==> config.mk <==
export PLATFORM = sky130hd
export DESIGN_NAME = pulse_scheduler
export DESIGN_NICKNAME = d
export VERILOG_FILES = /design/src/rtl/pulse_pkg.sv /design/src/rtl/pulse_desc_fifo.sv /design/src/rtl/pulse_scheduler.sv
export SDC_FILE = /design/constraint.sdc
export NUM_CORES = 1
export LEC_CHECK = 0
export ABC_AREA = 1
export CORE_MARGIN = 2
export CORE_UTILIZATION = 50
export DETAILED_ROUTE_END_ITERATION = 12
export HOLD_SLACK_MARGIN = 0.02
export PLACE_DENSITY = 0.8
export SYNTH_ARGS = -nofsm -noshare
export SYNTH_HDL_FRONTEND = slang
export SYNTH_SLANG_ARGS = --single-unit
==> constraint.sdc <==
create_clock -name clk -period 9.71 [get_ports clk]
set_input_delay 1.942 -clock clk [delete_from_list [all_inputs] [get_ports clk]]
set_output_delay 1.942 -clock clk [all_outputs]
set_load 0.02 [all_outputs]
==> src/rtl/pulse_pkg.sv <==
// Shared pulse package: register field widths, descriptor bundle and
// scheduler state encoding.
package pulse_pkg;

  localparam int PULSE_REG_FREQ_W   = 16;
  localparam int PULSE_REG_PHASE_W  = 16;
  localparam int PULSE_REG_AMP_W    = 12;
  localparam int PULSE_REG_TSTART_W = 16;
  localparam int PULSE_REG_TLEN_W   = 12;
  localparam int ENVELOPE_ADDR_W    = 8;

  typedef enum logic [1:0] {
    ST_IDLE,
    ST_WAIT,
    ST_PLAY
  } sched_state_e;

  typedef struct packed {
    logic [PULSE_REG_FREQ_W-1:0]   freq;
    logic [PULSE_REG_PHASE_W-1:0]  phase;
    logic [PULSE_REG_AMP_W-1:0]    amp;
    logic [PULSE_REG_TSTART_W-1:0] tstart;
    logic [PULSE_REG_TLEN_W-1:0]   tlen;
    logic [ENVELOPE_ADDR_W-1:0]    env;
  } pulse_desc_t;

endpackage

==> src/rtl/pulse_desc_fifo.sv <==
// In-order descriptor queue with occupancy count and synchronous flush.
// Head entry is read combinationally from storage (no fall-through).
module pulse_desc_fifo #(
  parameter int W     = 8,
  parameter int DEPTH = 4
) (
  input  logic                     clk_i,
  input  logic                     rst_i,
  input  logic                     flush_i,
  input  logic                     push_i,
  input  logic [W-1:0]             data_i,
  input  logic                     pop_i,
  output logic [W-1:0]             data_o,
  output logic [$clog2(DEPTH):0]   count_o,
  output logic                     full_o,
  output logic                     empty_o
);

  localparam int AW = $clog2(DEPTH);

  logic [W-1:0]  mem_q [DEPTH];
  logic [AW-1:0] wr_q;
  logic [AW-1:0] rd_q;
  logic [AW:0]   cnt_q;
  logic          do_push;
  logic          do_pop;

  assign full_o  = cnt_q == (AW+1)'(DEPTH);
  assign empty_o = cnt_q == '0;
  assign count_o = cnt_q;
  assign data_o  = mem_q[rd_q];
  assign do_push = push_i && !full_o;
  assign do_pop  = pop_i && !empty_o;

  always_ff @(posedge clk_i) begin
    if (do_push) mem_q[wr_q] <= data_i;
  end

  always_ff @(posedge clk_i) begin
    if (rst_i || flush_i) begin
      wr_q  <= '0;
      rd_q  <= '0;
      cnt_q <= '0;
    end else begin
      if (do_push) wr_q <= wr_q + AW'(1);
      if (do_pop)  rd_q <= rd_q + AW'(1);
      unique case ({do_push, do_pop})
        2'b10:   cnt_q <= cnt_q + (AW+1)'(1);
        2'b01:   cnt_q <= cnt_q - (AW+1)'(1);
        default: cnt_q <= cnt_q;
      endcase
    end
  end

endmodule

==> src/rtl/pulse_scheduler.sv <==
// Plays queued pulse descriptors against a saturating experiment timebase,
// one envelope sample per cycle; late descriptors are dropped and flagged.
module pulse_scheduler
  import pulse_pkg::*;
#(
  parameter int DEPTH = 4
) (
  input  logic                          clk,
  input  logic                          rst,
  input  logic                          start,
  input  logic                          in_valid,
  output logic                          in_ready,
  input  logic [PULSE_REG_FREQ_W-1:0]   in_freq,
  input  logic [PULSE_REG_PHASE_W-1:0]  in_phase,
  input  logic [PULSE_REG_AMP_W-1:0]    in_amp,
  input  logic [PULSE_REG_TSTART_W-1:0] in_tstart,
  input  logic [PULSE_REG_TLEN_W-1:0]   in_tlen,
  input  logic [ENVELOPE_ADDR_W-1:0]    in_env_addr,
  output logic                          out_active,
  output logic                          out_first,
  output logic                          out_last,
  output logic [PULSE_REG_FREQ_W-1:0]   out_freq,
  output logic [PULSE_REG_PHASE_W-1:0]  out_phase,
  output logic [PULSE_REG_AMP_W-1:0]    out_amp,
  output logic [ENVELOPE_ADDR_W-1:0]    out_env_addr,
  output logic [PULSE_REG_TSTART_W-1:0] time_now,
  output logic                          running,
  output logic                          late_err,
  output logic [$clog2(DEPTH):0]        q_count
);

  localparam int TW = PULSE_REG_TSTART_W;
  localparam int LW = PULSE_REG_TLEN_W;
  localparam int EW = ENVELOPE_ADDR_W;

  pulse_desc_t  in_desc;
  pulse_desc_t  head;
  logic         fifo_full;
  logic         fifo_empty;
  logic         eligible;
  logic         hd_zero;
  logic         hd_now;
  logic         hd_late;
  logic         pop;
  logic         issue;

  sched_state_e              state_q;
  logic [TW-1:0]             time_q;
  logic                      running_q;
  logic                      late_q;
  logic [LW-1:0]             tlen_q;
  logic [EW-1:0]             base_q;
  logic [LW-1:0]             idx_q;
  logic                      act_q;
  logic                      first_q;
  logic                      last_q;
  logic [PULSE_REG_FREQ_W-1:0]  freq_q;
  logic [PULSE_REG_PHASE_W-1:0] phase_q;
  logic [PULSE_REG_AMP_W-1:0]   amp_q;
  logic [EW-1:0]             env_q;

  assign in_desc = '{freq: in_freq, phase: in_phase, amp: in_amp,
                     tstart: in_tstart, tlen: in_tlen, env: in_env_addr};

  pulse_desc_fifo #(
    .W    ($bits(pulse_desc_t)),
    .DEPTH(DEPTH)
  ) u_fifo (
    .clk_i  (clk),
    .rst_i  (rst),
    .flush_i(start),
    .push_i (in_valid && !start),
    .data_i (in_desc),
    .pop_i  (pop),
    .data_o (head),
    .count_o(q_count),
    .full_o (fifo_full),
    .empty_o(fifo_empty)
  );

  // Head may also issue while the last sample is on the outputs: no bubble.
  assign eligible = !fifo_empty &&
                    (state_q == ST_WAIT || (state_q == ST_PLAY && last_q));
  assign hd_zero  = head.tlen == '0;
  assign hd_now   = time_q == head.tstart;
  assign hd_late  = time_q > head.tstart;
  assign pop      = !start && eligible && (hd_zero || hd_now || hd_late);
  assign issue    = pop && !hd_zero && hd_now;

  always_ff @(posedge clk) begin
    if (rst) begin
      state_q   <= ST_IDLE;
      time_q    <= '0;
      running_q <= 1'b0;
      late_q    <= 1'b0;
      tlen_q    <= '0;
      base_q    <= '0;
      idx_q     <= '0;
      act_q     <= 1'b0;
      first_q   <= 1'b0;
      last_q    <= 1'b0;
      freq_q    <= '0;
      phase_q   <= '0;
      amp_q     <= '0;
      env_q     <= '0;
    end else if (start) begin
      state_q   <= ST_WAIT;
      time_q    <= '0;
      running_q <= 1'b1;
      late_q    <= 1'b0;
      idx_q     <= '0;
      act_q     <= 1'b0;
      first_q   <= 1'b0;
      last_q    <= 1'b0;
    end else begin
      if (running_q && time_q != '1) time_q <= time_q + TW'(1);
      if (pop && !hd_zero && hd_late) late_q <= 1'b1;
      unique case (state_q)
        ST_WAIT, ST_PLAY: begin
          if (issue) begin
            state_q <= ST_PLAY;
            tlen_q  <= head.tlen;
            base_q  <= head.env;
            idx_q   <= LW'(1);
            act_q   <= 1'b1;
            first_q <= 1'b1;
            last_q  <= head.tlen == LW'(1);
            freq_q  <= head.freq;
            phase_q <= head.phase;
            amp_q   <= head.amp;
            env_q   <= head.env;
          end else if (state_q == ST_PLAY && !last_q) begin
            idx_q   <= idx_q + LW'(1);
            act_q   <= 1'b1;
            first_q <= 1'b0;
            last_q  <= idx_q == tlen_q - LW'(1);
            env_q   <= base_q + EW'(idx_q);
          end else begin
            state_q <= ST_WAIT;
            act_q   <= 1'b0;
            first_q <= 1'b0;
            last_q  <= 1'b0;
          end
        end
        default: state_q <= ST_IDLE;
      endcase
    end
  end

  assign in_ready     = !fifo_full;
  assign out_active   = act_q;
  assign out_first    = first_q;
  assign out_last     = last_q;
  assign out_freq     = freq_q;
  assign out_phase    = phase_q;
  assign out_amp      = amp_q;
  assign out_env_addr = env_q;
  assign time_now     = time_q;
  assign running      = running_q;
  assign late_err     = late_q;

endmodule

==> flow_metrics.env, run 1 <==
export IMPL_cts_sinks=436
export IMPL_wl_per_cell_um=18.1
export IMPL_ctsHoldBuffers=0
export IMPL_worst_r2r_path_depth=13
export IMPL_reg2reg_slack_ns=4.58
export IMPL_cts_inserted_buffers=42
export IMPL_regArea_mm2=0.0119
export IMPL_path_cells="buf_4 -> nand2_1 -> a32o_1 -> ha_1 -> nand2_1 -> nor2_1 -> nand4_1 -> nor3_2 -> nand3_4 -> buf_4 -> inv_2 -> o21ai_0 -> a21oi_1"
export IMPL_slew_headroom_pct=29.1
export IMPL_antenna_found_initial=4
export IMPL_place_congestion=0.863
export IMPL_final_util_pct=60.1
export IMPL_cts_tree="built"
export IMPL_tightest_slew_ns=1.06
export IMPL_max_cap_viol_count=0
export IMPL_fmax_ghz=0.195
export IMPL_multi_input_area_mm2=0.00511
export IMPL_vias_per_cell=5.56
export IMPL_vias=12540
export IMPL_port_buffer_count=160
export IMPL_cp_num_buf_inv=3
export IMPL_num_io_pins=161
export IMPL_reg2reg_to="base_q[4]$_SDFFE_PP0P_"
export IMPL_dr_pass1_iters=6
export IMPL_power_leakage_nw=7.67
export IMPL_start_kind="flip-flop"
export IMPL_num_fill_cells=2732
export IMPL_die_area_mm2=0.0373
export IMPL_netlist_area_leader_share_pct=53.7
export IMPL_clock_path_buffers=3
export IMPL_period_share_pct=52.8
export IMPL_detail_route_antenna_nets=0
export IMPL_synth_area_leader_cell="edfxtp_1"
export IMPL_hp_class="reg2reg"
export IMPL_synthArstFlopShare_pct=0
export IMPL_status="finished clean"
export IMPL_setup_viol=0
export IMPL_insertion_delay_ns=0.56
export IMPL_hold_violations=0
export IMPL_synthesis_instances=1623
export IMPL_post_route_cell_area_mm2=0.0213
export IMPL_initial_core_util_pct=50.6
export IMPL_pre_cts_ws_ns=4.63
export IMPL_holdWs_ns=0.450
export IMPL_yosysWarnings=0
export IMPL_path_clk_slew_ns=0.06
export IMPL_nNetsFinal=1878
export IMPL_path_delay_family="buffers and inverters"
export IMPL_cp_max_fo=88
export IMPL_synth_flop_cell="edfxtp_1"
export IMPL_drt_total_wl_um=40900
export IMPL_syn_to_final_growth_pct=18.9
export IMPL_syn_area_mm2=0.0179
export IMPL_arrival_ns=5.61
export IMPL_dp_hpwl_um=24600
export IMPL_endpoint="base_q[4]$_SDFFE_PP0P_"
export IMPL_drive_gt1_share_pct=5.91
export IMPL_fin_setup_tns_ns=0
export IMPL_hold_path_depth=2
export IMPL_ys_top_cells_by_area="edfxtp_1 54%, dfxtp_1 13%, nand2_1 5.6%"
export IMPL_synth_fp_nets=1742
export IMPL_die_x_um=193
export IMPL_globalRouteOverflowTotal=0
export IMPL_grtUsageTotal_pct=21.6
export IMPL_cts_resized=0
export IMPL_post_cts_buffers=0
export IMPL_cts_root_buf="clkbuf_16"
export IMPL_synth_seq_cells=436
export IMPL_placed_area_mm2=0.0198
export IMPL_drc=0
export IMPL_ys_seq_area_share_pct=66.6
export IMPL_grt_pass1_wl_um=65100
export IMPL_fin_cells=2257
export IMPL_yosys_top_cells_count="320 x edfxtp_1, 266 x nand2_1, 157 x nor2_1"
export IMPL_rows=69
export IMPL_rsz0062_at_grt="no"
export IMPL_critical_path_class="reg2reg"
export IMPL_fp_dieH_um=193
export IMPL_grt_pass1_vias=12357
export IMPL_total_power_mw=3.87
export IMPL_slowest_delay_ns=0.85
export IMPL_cts_max_level=2
export IMPL_powerDensity_mw_per_mm2=182
export IMPL_slowest_stage="dfxtp_4"
export IMPL_yosysMostFrequentCell="edfxtp_1"
export IMPL_dp_cells=2176
export IMPL_finalMaxSlewViolations=0
export IMPL_synth_edff_count=320
export IMPL_layout_setup_ws_ns=4.58
export IMPL_min_period_ns=5.13
export IMPL_coreArea_mm2=0.0354
export IMPL_peakVddDrop_mv=0.155
export IMPL_drt_iter0_drc=1209
export IMPL_end_kind="flip-flop"
export IMPL_grt_max_degree=89
export IMPL_crit_cells=13
export IMPL_finalClockSkew_ns=0.0186
export IMPL_syn_avg_cell_area_um2=11.0
export IMPL_required_ns=10.19
export IMPL_synth_cell_types=43
-- power breakdown --
part,switching (mW),internal [mW],leakage (nW)
clock network,0.709,1.01,0.704
logic,0.0713,0.0498,3.12
registers,0.00700,2.02,3.84
-- worst reg2reg max path, stage by stage (launching register included) --
cell	delay [ns]
dfxtp_4	0.85
buf_4	0.82
nand2_1	0.16
a32o_1	0.31
ha_1	0.27
nand2_1	0.06
nor2_1	0.25
nand4_1	0.17
nor3_2	0.32
nand3_4	0.55
buf_4	0.54
inv_2	0.42
o21ai_0	0.18
a21oi_1	0.16
-- per-layer routing --
metal | part of all wire [%] | vias up | wire length, um | GRT usage [%]
met1 | 41 | 6025 | 16600 | 27.6
met5 | 0 | - | 0 | 0
li1 | - | 5970 | - | -
met2 | 49 | 458 | 20200 | 36.4
met4 | 2.7 | 0 | 1090 | 7.52
met3 | 7.3 | 87 | 2980 | 4.81
-- how the worst min path moves through the flow --
stage / startpoint / slack, ns / to
floorplan: base_q[3]$_SDFFE_PP0P_ / 0.43 / base_q[3]$_SDFFE_PP0P_
finish: out_freq[5]$_SDFFE_PP0P_ / 0.45 / out_freq[5]$_SDFFE_PP0P_
global placement: out_amp[10]$_SDFFE_PP0P_ / 0.44 / out_amp[10]$_SDFFE_PP0P_
detailed placement: out_freq[1]$_SDFFE_PP0P_ / 0.44 / out_freq[1]$_SDFFE_PP0P_
CTS: out_amp[8]$_SDFFE_PP0P_ / 0.45 / out_amp[8]$_SDFFE_PP0P_
global route: out_phase[4]$_SDFFE_PP0P_ / 0.47 / out_phase[4]$_SDFFE_PP0P_
-- cells in the final DEF (no fill, tap or decap), drive strengths merged, types with 2 or more instances in the layout --
cell type and count:
a21o 2, a21oi 131, a32o 21, buf 11
bufinv 6, clkbuf 55, clkdlybuf4s50 160, clkinv 10
clkinvlp 6, dfxtp 116, diode 3, edfxtp 320
fa 2, ha 33, inv 133, nand2 269
nand3 62, nand3b 4, nand4 11, nor2 161
nor3 11, nor3b 2, o211a 6, o211ai 3
o21ai 177, o22ai 46, or2 5, xnor2 7
xnor3 3, xor2 14
-- registers in the layout, summed over array words and instances (netlist names), 2 cells and up, named ones only --
register and flops:
u_fifo.mem_q 320, out_freq 16, out_phase 16, time_now 16, idx_q 12, out_amp 12
tlen_q 12, base_q 8, out_env_addr 8, u_fifo.count_o 3, state_q 2, u_fifo.rd_q 2
u_fifo.wr_q 2
-- logic make-up (layout without fill, tap and decap cells) --
family,count (synthesis),after routing,synth area share (%)
and+or+nand+nor,526,526,12.3
other,0,3,0
AOI/OAI and AO/OA,391,391,12.2
xor gates and xnor gates,24,24,1.40
adders and majority gates,35,35,2.53
buffers and inverters,211,381,5.00
DFF,436,436,66.6
-- layout make-up --
type / instances / share of cell area, %
Sequential cell: 436 / 56.1
Multi-Input combinational cell: 976 / 24.0
Timing Repair Buffer: 171 / 7.91
Clock buffer: 55 / 5.41
Tap cell: 461 / 2.71
Inverter: 132 / 2.34
Clock inverter: 23 / 1.53
Antenna cell: 3 / 0.0353
(Power assumes the default switching activity.)
==> inputs of run 2 (changes only) <==
--- a/config.mk
+++ b/config.mk
@@ -10,7 +10,7 @@
 export CORE_UTILIZATION = 50
 export DETAILED_ROUTE_END_ITERATION = 12
 export HOLD_SLACK_MARGIN = 0.02
-export PLACE_DENSITY = 0.8
+export PLACE_DENSITY = 0.83
 export SYNTH_ARGS = -nofsm -noshare
 export SYNTH_HDL_FRONTEND = slang
 export SYNTH_SLANG_ARGS = --single-unit
==> constraint.sdc (replaced) <==
create_clock -name clk -period 4.2 [get_ports clk]
set_input_delay 0.84 -clock clk [delete_from_list [all_inputs] [get_ports clk]]
set_output_delay 0.84 -clock clk [all_outputs]
set_load 0.02 [all_outputs]
==> flow_metrics.env, run 2 (same netlist as run 1, synthesis figures left out) <==
export IMPL_worst_r2r_path_depth=21
export IMPL_switching_share_pct=19.7
export IMPL_holdWs_ns=0.444
export IMPL_vias_per_cell=5.66
export IMPL_status="finished clean"
export IMPL_peakVddDrop_mv=0.407
export IMPL_power_frac_comb_pct=3.1
export IMPL_path_cells="inv_4 -> nand2_1 -> a32o_1 -> ha_1 -> nand2_1 -> nor2_1 -> nand2_1 -> inv_1 -> nand3_1 -> nand2_1 -> inv_1 -> nand2_1 -> nand2_1 -> inv_1 -> ha_1 -> inv_1 -> fa_1 -> a21oi_1 -> o21ai_0 -> o21ai_0 -> a21oi_1"
export IMPL_clkPwrFrac_pct=44.7
export IMPL_tightest_slew_ns=0.880
export IMPL_fin_setup_tns_ns=0
export IMPL_cts_max_level=2
export IMPL_end_kind="flip-flop"
export IMPL_dp_hpwl_um=25300
export IMPL_fp_dieH_um=193
export IMPL_max_cap_viol_count=0
export IMPL_reg2reg_to="u_fifo.count_o[2]$_SDFFE_PP0P_"
export IMPL_grtUsageTotal_pct=22.0
export IMPL_grt_pass1_vias=12770
export IMPL_globalRouteOverflowTotal=0
export IMPL_min_period_ns=3.70
export IMPL_detail_route_antenna_nets=0
export IMPL_syn_to_final_growth_pct=19.7
export IMPL_drt_total_wl_um=42100
export IMPL_fmax_ghz=0.271
export IMPL_placed_area_mm2=0.0199
export IMPL_rsz0062_at_grt="no"
export IMPL_hold_path_depth=2
export IMPL_reg2reg_slack_ns=0.50
export IMPL_grt_pass1_wl_um=66100
export IMPL_required_ns=4.62
export IMPL_num_io_pins=161
export IMPL_dr_pass1_iters=5
export IMPL_antenna_found_initial=3
export IMPL_powerDensity_mw_per_mm2=420
export IMPL_final_common_cell="edfxtp_1"
export IMPL_final_util_pct=60.6
export IMPL_pwr_share_seq_pct=52.2
export IMPL_pre_cts_ws_ns=0.577
export IMPL_nNetsFinal=1888
export IMPL_cts_root_buf="clkbuf_16"
export IMPL_regMostFlops="u_fifo.mem_q"
export IMPL_drt_iter0_drc=1214
export IMPL_period_share_pct=88.0
export IMPL_die_x_um=193
export IMPL_path_clk_slew_ns=0.06
export IMPL_hold_violations=0
export IMPL_vias=12847
export IMPL_hp_class="reg2reg"
export IMPL_slew_headroom_pct=41.4
export IMPL_final_cell_mix="320 x edfxtp_1, 266 x nand2_1, 160 x clkdlybuf4s50_1"
export IMPL_port_buffer_count=160
export IMPL_ctsHoldBuffers=0
export IMPL_die_area_mm2=0.0373
export IMPL_cts_sinks=436
export IMPL_finalMaxSlewViolations=0
export IMPL_internal_power_mw=7.22
export IMPL_layout_setup_ws_ns=0.504
export IMPL_insertion_delay_ns=0.56
export IMPL_drive_gt1_share_pct=6.21
export IMPL_power_leakage_nw=7.75
export IMPL_critical_path_most_common_cell="nand2_1"
export IMPL_place_congestion=0.863
export IMPL_p_sw_mw=1.77
export IMPL_hold_end="out_freq[6]$_SDFFE_PP0P_"
export IMPL_slowest_delay_ns=0.53
export IMPL_finalClockSkew_ns=0.0340
export IMPL_arrival_ns=4.12
export IMPL_grt_max_degree=87
export IMPL_cts_resized=0
export IMPL_initial_core_util_pct=50.6
export IMPL_wl_per_cell_um=18.5
export IMPL_post_cts_buffers=0
export IMPL_setup_viol=0
export IMPL_largest_reg_flops=320
export IMPL_rows=69
export IMPL_hp_start="out_freq[6]$_SDFFE_PP0P_"
export IMPL_coreArea_mm2=0.0354
export IMPL_post_route_cell_area_mm2=0.0214
export IMPL_cts_inserted_buffers=43
export IMPL_slowest_stage="dfxtp_4"
export IMPL_start_kind="flip-flop"
export IMPL_cts_tree="built"
export IMPL_critical_path_class="reg2reg"
export IMPL_drc=0
export IMPL_clock_path_buffers=3
export IMPL_cp_max_fo=49
-- run 2: worst max path at each step --
| stage | cells after the start | start | slack (ns) | end |
|---|---|---|---|---|
| final | 21 | flip-flop | 0.50 | u_fifo.count_o[2]$_SDFFE_PP0P_ |
| after global routing | 21 | flip-flop | 0.07 | u_fifo.count_o[2]$_SDFFE_PP0P_ |
| after CTS | 21 | flip-flop | 0.54 | u_fifo.count_o[2]$_SDFFE_PP0P_ |
| after detailed placement | 21 | flip-flop | 0.58 | u_fifo.count_o[2]$_SDFFE_PP0P_ |
| after global placement | 19 | flip-flop | 0.61 | u_fifo.count_o[2]$_SDFFE_PP0P_ |
| after floorplan | 3 | start | -0.87 | u_fifo.mem_q[0][0]$_DFFE_PP_ |
-- run 2: stage by stage --
stage	power, mW	std cells
6_report	8.99	2268
5_1_grt	9.26	2267
4_1_cts	9.05	2265
3_5_place_dp	5.06	2185
3_3_place_gp	5.05	2185
2_1_floorplan	4.90	1623
-- run 2: layout make-up --
cell class                      count  area [um^2]
Clock buffer                       57         1180
Sequential cell                   436        11900
Fill cell                        2714        14000
Timing Repair Buffer              180         1810
Tap cell                          461          577
Antenna cell                        3         7.51
Multi-Input combinational cell    976         5110
Inverter                          132          498
Clock inverter                     23          315
-- run 2: power groups by stage --
| stage | logic, mW | registers (mW) | clock network (mW) |
|---|---|---|---|
| finish | 0.279 | 4.70 | 4.02 |
| global route | 0.303 | 4.70 | 4.26 |
| CTS | 0.278 | 4.70 | 4.08 |
| detailed placement | 0.275 | 4.79 | 0 |
| global placement | 0.267 | 4.78 | 0 |
| floorplan | 0.106 | 4.79 | 0 |
-- run 2: layer usage --
metal  track usage (%)  vias to the layer above  wire (um)
met2              37.5                      561      21000
met1              27.2                     6204      16400
li1                  -                     5984          -
met4              9.70                        0       1410
met3              4.55                       98       3300
met5                 0                        -          0
-- run 2: worst max-delay path: cells and delay by family, from the launching register on --
family	cells	cell delay [ns]
AO/OA/AOI/OAI	5	0.73
adder cells (fa/ha/maj)	3	0.80
buffers and inverters	5	0.65
flip-flops	1	0.53
AND/OR/NAND/NOR	8	0.83
